--- src/rtl/gpio_cfg_rx_pkg.sv ---
// Shared definitions for the GPIO configuration write receiver:
// GPIO word field positions, configuration region map and region decode.
package gpio_cfg_rx_pkg;

    // GPIO word layout
    localparam int WCLK_BIT = 24;             // host write clock
    localparam int ADDR_LSB = 0;              // address field, bits 15:0
    localparam int DATA_LSB = 16;             // data field, bits 23:16
    localparam int SYNC_W   = WCLK_BIT + 1;   // bits brought into the clk domain

    // Configuration region map
    localparam int MAC_SCALER_BASE = 0;
    localparam int NL_SCALER_BASE  = 256;
    localparam int REGION_SIZE     = 256;

    typedef enum logic [1:0] {
        CFG_MAC      = 2'd0,
        CFG_NL       = 2'd1,
        CFG_UNMAPPED = 2'd2
    } cfg_sel_t;

    // Map a register address onto its configuration region.
    // The MAC region starts at address zero, so only its upper bound is tested.
    function automatic cfg_sel_t cfg_decode(input logic [31:0] addr);
        cfg_sel_t sel;
        if (addr < 32'(MAC_SCALER_BASE + REGION_SIZE)) begin
            sel = CFG_MAC;
        end else if (addr < 32'(NL_SCALER_BASE + REGION_SIZE)) begin
            sel = CFG_NL;
        end else begin
            sel = CFG_UNMAPPED;
        end
        return sel;
    endfunction

endpackage

--- src/rtl/gpio_cfg_rx_fifo.sv ---
// cfg_fifo: synchronous first-word-fall-through FIFO. The head entry is read
// combinationally from storage; a push into a full FIFO is accepted only when
// a pop happens in the same cycle.
module cfg_fifo #(
    parameter int DEPTH = 4,
    parameter int WIDTH = 24
) (
    input  logic             clk,
    input  logic             rst,
    input  logic             push,
    input  logic             pop,
    input  logic [WIDTH-1:0] din,
    output logic [WIDTH-1:0] dout,
    output logic             full,
    output logic             empty,
    output logic             push_ok,
    output logic             pop_ok
);
    localparam int AW = $clog2(DEPTH);
    localparam logic [AW:0] PTR_ONE = {{AW{1'b0}}, 1'b1};

    logic [WIDTH-1:0] mem_q [DEPTH];
    logic [WIDTH-1:0] mem_d [DEPTH];
    logic [AW:0]      wr_ptr_q, wr_ptr_d;
    logic [AW:0]      rd_ptr_q, rd_ptr_d;

    // Pointers carry one extra wrap bit so full and empty are distinguishable.
    assign empty   = (wr_ptr_q == rd_ptr_q);
    assign full    = (wr_ptr_q[AW] != rd_ptr_q[AW]) &&
                     (wr_ptr_q[AW-1:0] == rd_ptr_q[AW-1:0]);
    assign pop_ok  = pop & ~empty;
    assign push_ok = push & (~full | pop_ok);
    assign dout    = mem_q[rd_ptr_q[AW-1:0]];

    // Next-state storage and pointer update for accepted pushes and pops.
    always_comb begin
        mem_d = mem_q;
        if (push_ok) begin
            mem_d[wr_ptr_q[AW-1:0]] = din;
            wr_ptr_d = wr_ptr_q + PTR_ONE;
        end else begin
            wr_ptr_d = wr_ptr_q;
        end
        if (pop_ok) begin
            rd_ptr_d = rd_ptr_q + PTR_ONE;
        end else begin
            rd_ptr_d = rd_ptr_q;
        end
    end

    // State registers; reset clears storage so the head reads back as zero.
    always_ff @(posedge clk) begin
        if (rst) begin
            for (int i = 0; i < DEPTH; i++) begin
                mem_q[i] <= '0;
            end
            wr_ptr_q <= '0;
            rd_ptr_q <= '0;
        end else begin
            mem_q    <= mem_d;
            wr_ptr_q <= wr_ptr_d;
            rd_ptr_q <= rd_ptr_d;
        end
    end

endmodule

--- src/rtl/gpio_cfg_rx.sv ---
// gpio_cfg_rx: brings the host GPIO word into the fabric clock domain, turns
// each rising edge of the write-clock bit into one queued {addr, data} write,
// and presents the queue head on a valid/ready port with region decode.
module gpio_cfg_rx
    import gpio_cfg_rx_pkg::*;
#(
    parameter int GPIO_W     = 32,
    parameter int ADDR_W     = 16,
    parameter int DATA_W     = 8,
    parameter int FIFO_DEPTH = 4
) (
    input  logic              clk,
    input  logic              rst,
    input  logic [GPIO_W-1:0] gpio_in,
    output logic              wr_valid,
    input  logic              wr_ready,
    output logic [ADDR_W-1:0] wr_addr,
    output logic [DATA_W-1:0] wr_data,
    output logic [1:0]        wr_sel,
    output logic [7:0]        wr_index,
    output logic              ovf,
    input  logic              ovf_clr,
    output logic [15:0]       wr_count
);
    localparam int ENTRY_W = ADDR_W + DATA_W;
    // Write clock resets high so a host holding it high through reset
    // cannot look like a fresh rising edge.
    localparam logic [SYNC_W-1:0] SYNC_RST = {1'b1, {(SYNC_W-1){1'b0}}};

    logic [SYNC_W-1:0]  sync1_q, sync1_d;
    logic [SYNC_W-1:0]  sync2_q, sync2_d;
    logic               prev_q, prev_d;
    logic               ovf_q, ovf_d;
    logic [15:0]        wr_count_q, wr_count_d;

    logic               push_req_s;
    logic [ENTRY_W-1:0] push_entry_s;
    logic [ENTRY_W-1:0] head_entry_s;
    logic               fifo_full_s;
    logic               fifo_empty_s;
    logic               push_ok_s;
    logic               pop_ok_s;
    logic               pop_req_s;
    logic               drop_s;
    cfg_sel_t           head_sel_s;
    logic               unused_gpio_s;

    // Upper GPIO bits carry nothing for this protocol.
    assign unused_gpio_s = ^gpio_in[GPIO_W-1:SYNC_W];

    assign push_req_s   = sync2_q[WCLK_BIT] & ~prev_q;
    assign push_entry_s = {sync2_q[ADDR_LSB +: ADDR_W], sync2_q[DATA_LSB +: DATA_W]};
    assign pop_req_s    = wr_valid & wr_ready;
    // A push into a full queue with no pop in the same cycle is lost.
    assign drop_s       = push_req_s & fifo_full_s & ~pop_ok_s;

    cfg_fifo #(
        .DEPTH (FIFO_DEPTH),
        .WIDTH (ENTRY_W)
    ) u_fifo (
        .clk     (clk),
        .rst     (rst),
        .push    (push_req_s),
        .pop     (pop_req_s),
        .din     (push_entry_s),
        .dout    (head_entry_s),
        .full    (fifo_full_s),
        .empty   (fifo_empty_s),
        .push_ok (push_ok_s),
        .pop_ok  (pop_ok_s)
    );

    assign wr_valid = ~fifo_empty_s;
    assign wr_addr  = head_entry_s[ENTRY_W-1:DATA_W];
    assign wr_data  = head_entry_s[DATA_W-1:0];
    assign wr_sel   = head_sel_s;
    assign wr_index = wr_addr[7:0];
    assign ovf      = ovf_q;
    assign wr_count = wr_count_q;

    // Region decode of the queue head address.
    always_comb begin
        head_sel_s = cfg_decode(32'(wr_addr));
    end

    // Next state for synchronizer, edge history, overflow flag and write count.
    always_comb begin
        sync1_d = gpio_in[SYNC_W-1:0];
        sync2_d = sync1_q;
        prev_d  = sync2_q[WCLK_BIT];
        // A new overflow takes priority over a clear in the same cycle.
        if (drop_s) begin
            ovf_d = 1'b1;
        end else if (ovf_clr) begin
            ovf_d = 1'b0;
        end else begin
            ovf_d = ovf_q;
        end
        if (push_ok_s) begin
            wr_count_d = wr_count_q + 16'd1;
        end else begin
            wr_count_d = wr_count_q;
        end
    end

    // State registers with synchronous reset.
    always_ff @(posedge clk) begin
        if (rst) begin
            sync1_q    <= SYNC_RST;
            sync2_q    <= SYNC_RST;
            prev_q     <= 1'b1;
            ovf_q      <= 1'b0;
            wr_count_q <= 16'd0;
        end else begin
            sync1_q    <= sync1_d;
            sync2_q    <= sync2_d;
            prev_q     <= prev_d;
            ovf_q      <= ovf_d;
            wr_count_q <= wr_count_d;
        end
    end

endmodule

--- config.mk ---
export PLATFORM = sky130hd
export DESIGN_NAME = gpio_cfg_rx
export DESIGN_NICKNAME = d
export VERILOG_FILES = /design/src/rtl/gpio_cfg_rx_pkg.sv /design/src/rtl/gpio_cfg_rx_fifo.sv /design/src/rtl/gpio_cfg_rx.sv
export SDC_FILE = /design/constraint.sdc
export NUM_CORES = 1
export LEC_CHECK = 0
export ABC_AREA = 1
export CAP_MARGIN = 20
export CORE_UTILIZATION = 40
export CTS_CLUSTER_DIAMETER = 200
export DETAILED_ROUTE_END_ITERATION = 10
export PLACE_DENSITY_LB_ADDON = 0.1
export SLEW_MARGIN = 20
export SYNTH_ARGS = -nofsm -noshare
export SYNTH_HDL_FRONTEND = slang
export SYNTH_SLANG_ARGS = --single-unit
--- constraint.sdc ---
create_clock -name clk -period 5.6 [get_ports clk]
set_input_delay 1.4 -clock clk [delete_from_list [all_inputs] [get_ports clk]]
set_output_delay 1.4 -clock clk [all_outputs]
set_load 0.02 [all_outputs]
# Word level (Yosys, flattened, before mapping)

Index checks and enable logic that the tools add are counted.

Register bits after elaboration: 170
Input bits: 36
Output and inout port bits: 52
Logic and storage cells: 48

Add/subtract/negate cells: 3
Magnitude comparators: 5
Equality and inequality tests: 3
Multiplexer cells: 10
Bitwise operators: 13
Reductions and logical operators: 3

Operators by type and width:

| operator                                                                       | number |
|---|---|
| 96-bit bitwise mux                                                             | 1 |
| 24-bit two-way mux                                                             | 3 |
| 24-bit binary-select mux with 2-bit select                                     | 1 |
| 24-bit demux with 2-bit select                                                 | 1 |
| 16-bit by 1-bit adder with 16-bit output, second input constant                | 1 |
| 16-bit by 10-bit less-than comparator with 1-bit output, second input constant | 1 |
| 16-bit by 9-bit less-than comparator with 1-bit output, second input constant  | 1 |
| 3-bit by 1-bit adder with 3-bit output, second input constant                  | 2 |
| 1-bit bitwise AND                                                              | 6 |
| 3-bit >= comparator, second input constant                                     | 2 |
| 2-bit NOT with 3-bit output                                                    | 2 |
| 2-bit two-way mux                                                              | 2 |
| 1-bit NOT                                                                      | 4 |
| 3-bit == test                                                                  | 1 |
| 3-bit by 1-bit less-than comparator with 1-bit output, second input constant   | 1 |
| 2-bit == test                                                                  | 1 |
| 1-bit logical AND                                                              | 2 |
| 1-bit two-way mux                                                              | 2 |
| 2-bit nonzero test                                                             | 1 |
| 1-bit inequality test                                                          | 1 |
| 1-bit OR                                                                       | 1 |

# Logic depth before layout (Yosys ltp)

Depth in word-level cells: 7
Depth in mapped cells: 12
Depth with buffers taken out: 9

# Hierarchy

From an unflattened synthesis, not the netlist that was laid out.

Cell total of the unflattened synthesis: 1240
Area, all modules: 8112.8 sq um

By module, submodules not included:

| module      | instances | cells an instance | area an instance (sq um) | sequential area each (sq um) |
|---|---|---|---|---|
| cfg_fifo    | 1         | 946               | 5731.7                   | 2042.0 |
| gpio_cfg_rx | 1         | 294               | 2381.0                   | 1361.3 |

# Worst setup path before layout

No wires, ideal clock.

Kind: flip-flop to output port
Start point: register u_fifo.rd_ptr_q[0]
End point: output wr_index[0]
Data arrival time: 1831 ps
Data required time: 4200 ps
Path slack: 2369 ps
Stages on the path, launching flop included: 9
Buffers on the path: 4
Cells stage by stage: dfxtp_1 > buf_4 > clkinv_1 > buf_2 > clkbuf_1 > o21ai_0 > a21oi_1 > a21oi_1 > buf_4

Word-level cells in the longest chain between the ends: 4

Ends and longest elaborated chain:

| what                                                  | RTL line               | source |
|---|---|---|
| from (decl)                                           | gpio_cfg_rx_fifo.sv:25 | `logic [AW:0] rd_ptr_q, rd_ptr_d;` |
| from (signal assigned)                                | gpio_cfg_rx_fifo.sv:62 | `rd_ptr_q <= rd_ptr_d;` |
| 2-bit NOT with 3-bit output (implied by the code)     | gpio_cfg_rx_fifo.sv:33 | `assign dout = mem_q[rd_ptr_q[AW-1:0]];` |
| 24-bit binary-select mux with 2-bit select            | gpio_cfg_rx_fifo.sv:33 |  |
| 24-bit two-way mux (implied by the code) (2 in a row) | gpio_cfg_rx_fifo.sv:33 |  |
| to (decl)                                             | gpio_cfg_rx.sv:20      | `output logic [7:0] wr_index,` |

Every way passes these cells. The select of a mux whose other input is x is not followed.

# Worst setup path after layout

Start point: register u_fifo.rd_ptr_q[1]
End point: output wr_sel[0]

Word-level cells in the longest chain between the ends: 7
Elaborated cells on any way between the ends: 8
Those cells by class: 2 x order compare; 5 x mux; 1 x bitwise

Ends and longest elaborated chain:

| what                                                      | RTL line               | source |
|---|---|---|
| 2-bit NOT with 3-bit output (implied by the code) (*)     | gpio_cfg_rx_fifo.sv:33 |  |
| 24-bit binary-select mux with 2-bit select (*)            | gpio_cfg_rx_fifo.sv:33 |  |
| 24-bit two-way mux (implied by the code) (*) (2 in a row) | gpio_cfg_rx_fifo.sv:33 |  |
| 16-bit by 10-bit less-than comparator with 1-bit output   | gpio_cfg_rx_pkg.sv:28  | `end else if (addr < 32'(NL_SCALER_BASE + REGION_SIZE)) begin` |
| 2-bit two-way mux                                         | gpio_cfg_rx_pkg.sv:28  |  |
| 2-bit two-way mux (*)                                     | gpio_cfg_rx_pkg.sv:26  | `if (addr < 32'(MAC_SCALER_BASE + REGION_SIZE)) begin` |
| to (decl)                                                 | gpio_cfg_rx.sv:19      | `output logic [1:0] wr_sel,` |

Every way passes the cells marked *; elsewhere a longest branch is shown, timed or not. The select of a mux whose other input is x is not followed.

==> results.py <==
metrics = {
    "run_status": {
        "status": "finished, final reports clean",
    },
    "setup_path": {
        "worstReg2RegStart": "u_fifo.rd_ptr_q[1]",
        "crit_buf_inv": 2,
        "crit_path_frequent_cell": "nand2_1",
        "r2r-end": "u_fifo.mem_q[72]",
        "crit_type": "register to primary output",
        "r2r_setup_slack_ns": 2.70,
        "critPathRequiredTime_ns": 4.20,
        "rr_worst_depth": 10,
        "cp_cell_sequence": "inv_2 > a21oi_1 > o21ai_0 > nand2_1 > nand2_1 > nor2_1 > nand2_1 > a21oi_1 > clkdlybuf4s50_1",
        "end_kind": "primary output",
        "crit_family": "buffers and inverters",
        "slowest_delay_ns": 0.67,
        "startpoint_type": "register",
        "critPathMaxFanout": 42,
        "arrival_ns": 2.97,
        "critPathSlowestCell": "dfxtp_1",
    },
    "synthesis": {
        "ys_ff_latch": 170,
        "syn_avg_cell_area_sq_um": 6.62,
        "syn_area_sq_um": 7560,
        "yosysWarnings": 0,
        "synth_cell_type_count": 27,
        "synth_nets": 1183,
        "syn-instance-count": 1141,
        "ys_seq_area_frac": 0.450,
    },
    "hold_path": {
        "hp-class": "register to register",
        "hold_depth": 2,
        "min_from": "sync1_q[12]",
        "hold_path_end": "sync2_q[12]",
    },
    "route": {
        "via_per_inst": 4.39,
        "drc": 0,
        "wl_mm": 16.5,
        "antenna_left": 0,
        "vias": 6244,
        "drtIter0Drc": 346,
        "drt-pass1-iter-count": 4,
        "wire_per_inst_microns": 11.6,
    },
    "placed_design": {
        "gp_congestion": 0.783,
        "dpl.hpwl_mm": 9.32,
        "port_buffers": 80,
    },
    "cts": {
        "cts_max_level": 4,
        "cts_tree": "done",
        "cts.reportedPaths.clkPinSlew_ns": 0.06,
        "cts-root-buf": "clkbuf_16",
        "cts_sinks": 170,
        "cts_buffers": 17,
        "cts_setup_buffers": 0,
        "cts_resized": 0,
        "clk_latency_ns": 0.42,
        "cts_hold_buf": 0,
        "cts_buffer_depth": 2,
    },
    "grt": {
        "top_usage_layer": "met2",
        "gr-usage-all-layers": 0.180,
        "grt_max_degree": 68,
        "use_met1": 0.243,
        "grt_use_met2": 0.289,
        "grt_pass1_vias": 5738,
        "grt.overflow.total": 0,
        "grt_first_pass_wirelength_mm": 27.9,
        "antenna_found_initial": 0,
        "use_met3": 0.0306,
    },
    "pwr": {
        "netSwitchingFraction": 0.250,
        "clock_power_share": 0.454,
        "power.leakage_nw": 4.50,
        "p_switching_w": 0.000766,
        "p_comb_frac": 0.135,
        "power.density_nw_per_um2": 340,
        "p_seq_frac": 0.411,
        "p_int_w": 0.00230,
        "peakVddDrop_v": 0.000237,
    },
    "sta": {
        "max_slew_margin": 0.343,
        "holdWs_ns": 0.401,
        "hold_viol": 0,
        "rsz0062_at_grt": "false",
        "tightest_slew_ns": 0.986,
        "timing.final.crit_period_ns": 4.37,
        "max_freq_mhz": 229,
        "finalSetupViolCount": 0,
        "tns_ns": 0,
        "slew_violations": 0,
        "fin_skew_ns": 0.00586,
        "fin_crit_sh": 0.781,
    },
    "layout": {
        "drive_gt1_frac": 0.0486,
        "area_growth_pct": 19.4,
        "final_common_cell": "nand2_1",
        "antennaDiodeCount": 0,
        "final_cell_mix": "nand2_1, nor2_1, dfxtp_1, inv_1, clkdlybuf4s50_1",
        "final_nets": 1222,
    },
    "floorplan": {
        "num_rows": 49,
        "io_pins": 88,
        "core-area_sq_um": 18200,
        "fp.dieArea_sq_um": 19400,
        "die-width_microns": 139,
        "initial_utilization": 0.415,
        "die_h_microns": 139,
    },
    "run": {
        "maxCapViolCount": 0,
    },
}
-- power groups by stage --
stage / Combinational [W] / Clock [W] / Sequential, W
after floorplan: 0.000263 / 0 / 0.00128
after global placement: 0.000422 / 0 / 0.00129
after detailed placement: 0.000422 / 0 / 0.00129
after CTS: 0.000422 / 0.00142 / 0.00126
after global routing: 0.000456 / 0.00147 / 0.00126
final: 0.000415 / 0.00139 / 0.00126
-- stage by stage --
stage / area (sq um) / total power (W) / util / cells / worst slack, ns
after CTS: 8990 / 0.00310 / 0.494 / 1421 / 1.16
final: 9020 / 0.00306 / 0.495 / 1422 / 1.23
after floorplan: 7560 / 0.00154 / - / 1141 / 2.37
after global routing: 9020 / 0.00319 / 0.495 / 1422 / 1.01
after global placement: 8290 / 0.00171 / 0.455 / 1389 / 1.64
after detailed placement: 8290 / 0.00171 / 0.455 / 1389 / 1.61
-- cells in the mapped netlist, drive strengths merged --
cell | n | area share
o21ai | 29 | 0.019
clkbuf | 27 | 0.013
nand2 | 311 | 0.16
xor2 | 6 | 0.0079
inv | 169 | 0.084
nor2 | 273 | 0.14
xnor2 | 4 | 0.0046
nand4 | 5 | 0.0041
nand3 | 27 | 0.023
buf | 39 | 0.039
ha | 6 | 0.0099
or2 | 2 | 0.0017
dfxtp | 170 | 0.45
and2 | 1 | 0.00083
clkinv | 1 | 0.00050
a21oi | 71 | 0.048
-- flip-flops by register name, summed over array words and instances (netlist names) --
register and count:
sync1_q 25, sync2_q 25, u_fifo.mem_q 96, u_fifo.rd_ptr_q 3, prev_q 1, ovf 1
u_fifo.wr_ptr_q 3, wr_count 16
-- layout make-up --
cell class	instances	area, sq um
Fill cell	1901	9190
Sequential cell	170	3400
Multi-Input combinational cell	735	3130
Timing Repair Buffer	86	861
Inverter	170	638
Clock buffer	18	439
Tap cell	229	287
Clock inverter	14	265
-- metal layers --
metal / part of all wire / routed length, microns
met4: 0.013 / 219
met2: 0.44 / 7300
met1: 0.52 / 8510
met3: 0.028 / 465
met5: 0 / 0
-- worst max path at each step --
stage          depth (start not counted)  slack [ns]           to          startpoint
2_1_floorplan                          8        2.37  wr_index[0]  u_fifo.rd_ptr_q[0]
3_3_place_gp                           8        1.64    wr_sel[0]  u_fifo.rd_ptr_q[1]
3_5_place_dp                           8        1.61    wr_sel[0]  u_fifo.rd_ptr_q[1]
4_1_cts                                8        1.16    wr_sel[0]  u_fifo.rd_ptr_q[1]
5_1_grt                                8        1.01    wr_sel[0]  u_fifo.rd_ptr_q[1]
6_report                               9        1.23    wr_sel[0]  u_fifo.rd_ptr_q[1]
-- cells by family (layout without fill, tap and decap cells) --
| group | after synthesis | after routing | share of synthesized area |
|---|---|---|---|
| compound gates | 100 | 100 | 0.0667 |
| xor+xnor | 10 | 10 | 0.0126 |
| fa+ha+maj | 6 | 6 | 0.00994 |
| buf+inv | 236 | 288 | 0.136 |
| simple gates | 619 | 619 | 0.324 |
| flops | 170 | 170 | 0.450 |
-- worst min-delay path, delay by kind of cell, from the launching register on --
kind | cells | cell delay, ns
flops | 1 | 0.30
buf+inv | 1 | 0.04
simple gates | 1 | 0.03
No activity file was read; power rests on OpenSTA's default activity.
